==> src/rtl/byte_stream_router.sv <==
// byte_stream_router: merges several byte sources into one tagged,
// FIFO-buffered stream using fixed-select or round-robin arbitration.
module byte_stream_router #(
  parameter  int INPUTS = 2,
  parameter  int WIDTH  = 8,
  parameter  int DEPTH  = 16,
  localparam int SW     = $clog2(INPUTS),
  localparam int LW     = $clog2(DEPTH) + 1
) (
  input  logic                    clk,
  input  logic                    reset_low,
  input  logic                    mode,
  input  logic [SW-1:0]           select,
  input  logic [INPUTS-1:0]       in_valid,
  output logic [INPUTS-1:0]       in_ready,
  input  logic [INPUTS*WIDTH-1:0] in_byte,
  output logic                    out_valid,
  input  logic                    out_ready,
  output logic [WIDTH-1:0]        out_byte,
  output logic [SW-1:0]           out_channel,
  output logic [LW-1:0]           level
);

  localparam int  AW   = $clog2(DEPTH);
  localparam int  EW   = SW + WIDTH;
  localparam bit  POW2 = ((1 << SW) == INPUTS);

  logic [EW-1:0]    mem_q [DEPTH];
  logic [AW-1:0]    wr_q, wr_d;
  logic [AW-1:0]    rd_q, rd_d;
  logic [LW-1:0]    lvl_q, lvl_d;
  logic [SW-1:0]    rr_q, rr_d;

  logic             full;
  logic             sel_ok;
  logic             gnt_vld;
  logic [SW-1:0]    gnt;
  logic [SW-1:0]    cand;
  logic [SW-1:0]    push_ch;
  logic [WIDTH-1:0] push_byte;
  logic             push;
  logic             pop;

  assign full   = (lvl_q == LW'(DEPTH));
  assign sel_ok = POW2 ? 1'b1 : (int'(select) < INPUTS);

  // Round-robin search: walk from farthest to nearest so the nearest
  // valid channel after rr_q is the one left standing.
  always_comb begin
    gnt_vld = 1'b0;
    gnt     = rr_q;
    cand    = rr_q;
    for (int k = INPUTS; k >= 1; k--) begin
      cand = SW'((int'(rr_q) + k) % INPUTS);
      if (in_valid[cand]) begin
        gnt_vld = 1'b1;
        gnt     = cand;
      end
    end
  end

  // Accept decision: one channel at most, nothing while full or in reset.
  always_comb begin
    in_ready = '0;
    push_ch  = select;
    if (reset_low && !full) begin
      unique case (1'b1)
        !mode: begin
          if (sel_ok) in_ready[select] = 1'b1;
        end
        mode: begin
          push_ch = gnt;
          if (gnt_vld) in_ready[gnt] = 1'b1;
        end
        default: ;
      endcase
    end
  end

  // Data mux for the accepted channel.
  always_comb begin
    push_byte = '0;
    for (int i = 0; i < INPUTS; i++) begin
      if (push_ch == SW'(i)) push_byte = in_byte[i*WIDTH +: WIDTH];
    end
  end

  assign push = |(in_ready & in_valid);
  assign pop  = out_valid & out_ready;

  // Next-state for pointers, level and arbiter. rr only tracks
  // round-robin transfers; fixed-select traffic leaves it alone.
  always_comb begin
    wr_d  = push ? wr_q + 1'b1 : wr_q;
    rd_d  = pop  ? rd_q + 1'b1 : rd_q;
    lvl_d = lvl_q;
    if (push && !pop) lvl_d = lvl_q + 1'b1;
    if (pop && !push) lvl_d = lvl_q - 1'b1;
    rr_d  = (push && mode) ? push_ch : rr_q;
  end

  // Storage array; contents are don't-care until written.
  always_ff @(posedge clk) begin
    if (push) mem_q[wr_q] <= {push_ch, push_byte};
  end

  // Control state with asynchronous clear.
  always_ff @(posedge clk or negedge reset_low) begin
    if (!reset_low) begin
      wr_q  <= '0;
      rd_q  <= '0;
      lvl_q <= '0;
      rr_q  <= SW'(INPUTS - 1);
    end else begin
      wr_q  <= wr_d;
      rd_q  <= rd_d;
      lvl_q <= lvl_d;
      rr_q  <= rr_d;
    end
  end

  assign out_valid = (lvl_q != '0);
  assign level     = lvl_q;

  // Head word is forced to zero when empty so reset shows clean outputs.
  always_comb begin
    {out_channel, out_byte} = out_valid ? mem_q[rd_q] : '0;
  end

endmodule
==> config.mk <==
export PLATFORM = sky130hd
export DESIGN_NAME = byte_stream_router
export DESIGN_NICKNAME = d
export VERILOG_FILES = /design/src/rtl/byte_stream_router.sv
export SDC_FILE = /design/constraint.sdc
export NUM_CORES = 1
export LEC_CHECK = 0
export CAP_MARGIN = 25
export CORE_UTILIZATION = 40
export DETAILED_ROUTE_END_ITERATION = 12
export HOLD_SLACK_MARGIN = 0.1
export SYNTH_ARGS = -nofsm -noshare
export SYNTH_HDL_FRONTEND = slang
export SYNTH_SLANG_ARGS = --single-unit
==> constraint.sdc <==
create_clock -name clk -period 3 [get_ports clk]
set_input_delay 0.3 -clock clk [delete_from_list [all_inputs] [get_ports clk]]
set_output_delay 0.3 -clock clk [all_outputs]
set_load 0.05 [all_outputs]
### Word level (Yosys, flattened, before mapping)

Memory sizes are Yosys's and may differ from the RTL's.
Cells that the tools add are included.

| word-level totals | value |
|---|---|
| memories kept | 1 |
| memory bits (writable) | 144 |
| flip-flop bits (word level) | 14 |
| output and inout bits | 17 |
| logic and storage cells | 56 |
| input port bits | 23 |

| operators by class | value |
|---|---|
| $lt $le $gt $ge | 6 |
| multiplexer cells | 23 |
| eq/ne operators | 1 |
| bitwise gates (word level) | 2 |
| add/subtract/negate cells | 6 |
| reductions and logical operators | 13 |

Memories:

| memory | depth | width | rd ports | clocked after Yosys merged registers in | write ports | line | source |
|---|---|---|---|---|---|---|---|
| mem_q | 16 | 9 | 1 | 0 | 1 | 28 | `logic [EW-1:0] mem_q [DEPTH];` |

Operators with widths:

| cell | number |
|---|---|
| $mux 1 | 14 |
| $mux 5 | 2 |
| $mux 9 | 1 |
| $add 4x1->4 const B | 2 |
| $lt 1x2->1 const B | 4 |
| $mux 8 | 1 |
| $logic_and 1x1->1 | 6 |
| $add 5x1->5 const B | 1 |
| $eq 5x5->1 const B | 1 |
| $reduce_bool 5->1 | 1 |
| $sub 5x1->5 const B | 1 |
| $logic_not 1->1 | 4 |
| $mux 2 | 2 |
| $pmux 2 s2 | 1 |
| $add 1x1->1 const B | 2 |
| $and 2x2->2 | 1 |
| $demux 1 s1 | 2 |
| $ge 1x1->1 const B | 2 |
| $reduce_bool 2->1 | 1 |
| $reduce_or 2->1 | 1 |
| $and 1x1->1 | 1 |

### Logic depth before layout (Yosys ltp)

| depth | value |
|---|---|
| depth in word-level cells | 17 |
| depth in mapped cells | 12 |
| mapped depth without buffers | 11 |

### Least setup slack after synthesis

Ideal clock, no wire load.

| timing | value |
|---|---|
| path type | register -> register |
| start | register lvl_q[1] (netlist: level[1]) |
| end | memory mem_q[2][0] (netlist name), enable pin |
| clock period less this slack | 2897 ps |
| setup slack | 103 ps |
| path buffers | 0 |
| cell stages (with the launch flop) | 6 |
| data arrival time | 2494 ps |
| cell sequence | dfrtp_1 nor4_4 a21boi_2 and2_1 inv_1 nor4b_1 |

| between the ends | value |
|---|---|
| word-level cells in the longest chain between the ends | 8 |

RTL lines:

| element | line | source |
|---|---|---|
| start, declared | 31 | `logic [LW-1:0] lvl_q, lvl_d;` |
| start signal, assigned | 117 | `lvl_q <= lvl_d;` |
| $eq 5x5->1 | 44 | `assign full = (lvl_q == LW'(DEPTH));` |
| $logic_not 1->1 | 66 | `if (reset_low && !full) begin` |
| $logic_and 1x1->1 | 66 |  |
| $mux 2 | 66 |  |
| $and 2x2->2 | 88 | `assign push = \|(in_ready & in_valid);` |
| $reduce_or 2->1 | 88 |  |
| $mux 1 | 104 | `if (push) mem_q[wr_q] <= {push_ch, push_byte};` |
| $mux 1 (not written as such) | 104 |  |
| end, declared | 28 |  |

Every way passes these cells.

### Worst setup path after layout

| timing | value |
|---|---|
| start | register lvl_q[1] (netlist: level[1]) |
| end | output port out_byte[7] |

| between the ends | value |
|---|---|
| word-level cells in the longest chain between the ends | 2 |

RTL lines:

| element | line | source |
|---|---|---|
| $reduce_bool 5->1 | 122 | `assign out_valid = (lvl_q != '0);` |
| $mux 9 | 127 | `{out_channel, out_byte} = out_valid ? mem_q[rd_q] : '0;` |
| end, declared | 19 | `output logic [WIDTH-1:0] out_byte,` |

Every way passes these cells.

==> flow_summary.yaml <==
status:
  status: "finished clean"
final_layout:
  diodes: 0
  layout-drive-gt1-share: 0.2680
  nFillCells: 1346
  nets: 422
  area_growth_pct: 22.18
  final_util: 0.5032
grt:
  grt_start_max_net_pins: 35
  grt_pass1_wl_mm: 19.68
  use_met2: 0.2829
  top_usage_layer: "met2"
  grt_pass1_vias: 3539
  antenna_found_initial: 0
  gr-usage-all-layers: 0.1672
  met1_usage: 0.2089
  overflow: 0
  met3_usage: 0.04018
sta:
  fmax_ghz: 0.3683
  rsz0062_at_grt: "false"
  tns_ns: 0
  finalHoldViolCount: 0
  final_max_slew_viol_count: 0
  finalWorstSetupSlack_ns: 0.2847
  fin_crit_ns: 2.715
  hold-worst-slack_ns: 0.2514
  finalSetupViolations: 0
  tightest_slew_ns: 0.6170
  worst_clock_skew_ns: 0.007356
  post-route-period-util: 0.9051
  maxSlewHeadroom: 0.5883
detailed_routing:
  drt_iter0_markers: 237
  vias: 3304
  ant_nets: 0
  viasPerCell: 5.338
  wl_mm: 12.80
  drtPass1Iterations: 4
  wire_per_inst_um: 20.68
  drcViolationCount: 0
yosys:
  yosys_warnings: 0
  synthDistinctLibCells: 40
  synth_top_area_share: 0.6562
  synth_nets: 365
  synth_cells: 334
  ys_seq_area_frac: 0.7095
  async_reset_ff_frac: 0.08861
  synth_edf_count: 144
  synth_area_um2: 6590
  yosys.area.top_type: "edfxtp_1"
  ys.flop_type: "edfxtp_1"
  synthTopCellsByArea: "edfxtp_1 66%, mux4_2 12%, dfrtp_1 4.9%, mux2i_1 2.7%, mux2_2 1.7%"
  ys_seq_elements: 158
  syn_avg_cell_area_um2: 19.73
setup_path:
  cp_max_fo: 9
  cp-end-kind: "output pin"
  worstPathCellList: "nor4_4 -> nand2_1 -> nand2b_1 -> o22ai_1 -> buf_12"
  critPathSlowestCell: "dfrtp_1"
  cp_data_arrival_time_ns: 2.42
  cp.required_ns: 2.70
  path_class: "register to output pin"
  cp_slowest_stage_delay_ns: 0.49
  start_kind: "register"
cts:
  clock-sinks: 158
  hold_buffers: 0
  cts_made_buffers: 17
  clock_latency_ns: 0.42
  post-cts-setup-buffers: 0
  clockBufferDepth: 2
  cts.repair.resized: 0
  path_clk_slew_ns: 0.06
  root_buffer: "clkbuf_16"
  htreeDepth: 4
  cts_tree: "built"
placed_design:
  portBuffers: 39
  pre_cts_ws_ns: 0.2852
  dp_hpwl_mm: 8.150
  gp_congestion: 0.7326
power_and_ir_drop:
  p_per_area_nw_per_um2: 1034
  power_leakage_nw: 2.720
  ir_worst_vdd_v: 0.0006670
  p_total_mw: 8.326
floorplan:
  core_um2: 16000
  die_w_um: 130.4
  std_cell_rows: 46
  ios: 40
  fp.dieH_um: 130.4
  initial_utilization: 0.4119
  dieArea_um2: 16990
run:
  maxCapViolations: 0
min_path:
  hp-class: "primary input to asynchronous set/reset pin"
-- registers in the layout, indices dropped and copies added, names as in the netlist --
register / flops
rd_q: 4
rr_q: 1
mem_q: 144
level: 5
wr_q: 4
-- synth_stat cells, types with 6 or more instances --
| master | n |
|---|---|
| inv_1 | 6 |
| xor2_1 | 6 |
| mux2_2 | 10 |
| mux4_2 | 36 |
| ha_1 | 8 |
| and4b_1 | 8 |
| mux2i_1 | 18 |
| xnor2_1 | 7 |
| dfrtp_1 | 13 |
| o22ai_1 | 9 |
| buf_2 | 6 |
| a21oi_1 | 6 |
| clkbuf_1 | 7 |
| edfxtp_1 | 144 |
-- final timing paths --
check | start | to | slack, ns | cells after the start
max | level[1]$_DFFE_PN0P_ | out_byte[7] | 0.28 | 5
min | reset_low | wr_q[2]$_DFFE_PN0P_ | 0.25 | 2
max reg2reg | level[1]$_DFFE_PN0P_ | level[2]$_DFFE_PN0P_ | 0.47 | 9
min reg2reg | rd_q[3]$_DFFE_PN0P_ | rd_q[3]$_DFFE_PN0P_ | 0.49 | 1
max in group asynchronous | reset_low | rr_q$_DFFE_PN1P_ | 2.55 | 2
min in group clk | rd_q[3]$_DFFE_PN0P_ | rd_q[3]$_DFFE_PN0P_ | 0.49 | 1
-- logic make-up (layout without fill, tap and decap cells) --
logic type                 after synthesis  after routing  share of synthesized area
buffers and inverters                   21             90                    0.01367
adders and majority gates                8              8                    0.01519
and+or+nand+nor                         41             41                    0.04595
DFF                                    158            158                     0.7095
AOI/OAI and AO/OA                       29             29                    0.03095
xor gates and xnor gates                13             13                    0.01728
muxes                                   64             64                     0.1675
-- where the power goes --
group	leakage, nW	total, mW	switching (mW)	internal (mW)
Sequential	1.46	2.91	0.231	2.68
Combinational	0.964	3.16	1.70	1.45
Clock	0.296	2.26	0.793	1.46
-- placed cells by master (no fill, tap or decap), types with 3 or more instances in the layout --
cell,count
xnor2_1,7
mux2_2,10
nand2_1,5
dfrtp_1,12
buf_4,14
ha_1,8
o21ai_0,3
a21oi_1,6
and4b_1,8
and4_1,4
mux4_2,36
xor2_1,6
clkdlybuf4s50_1,28
o22ai_1,9
buf_12,11
inv_1,6
nor2_1,3
mux2i_1,18
nand2b_1,4
edfxtp_1,144
clkinv_1,3
nand3_1,5
bufinv_16,5
clkbuf_16,17
nor4b_2,4
-- through the flow --
stage               cells  instance area [µm²]
finish                619                 8051
global route          619                 8051
CTS                   619                 8051
detailed placement    588                 7425
global placement      588                 7425
floorplan             334                 6590
-- area by class of cell --
type / instances / area [µm²] / share of cell area
sequential: 158 / 4677 / 0.5809
multi-input combinational: 155 / 1849 / 0.2297
timing repair buffer: 53 / 605.6 / 0.07521
clock buffer: 19 / 432.9 / 0.05377
tap: 216 / 270.3 / 0.03357
clock inverter: 12 / 193.9 / 0.02409
inverter: 6 / 22.52 / 0.002797
-- critical path: cells and delay by family (launching register included) --
kind	cells	cell delay, ns
compound gates	1	0.26
flops	1	0.49
buf+inv	1	0.21
simple gates	3	1.03
-- metal layers --
metal / vias to the layer above / share of wire
met3: 11 / 0.048
met1: 1714 / 0.43
met5: - / 0
li1: 1492 / -
met2: 87 / 0.51
met4: 0 / 0.015
Note: power is estimated with default switching activity, not from simulation.
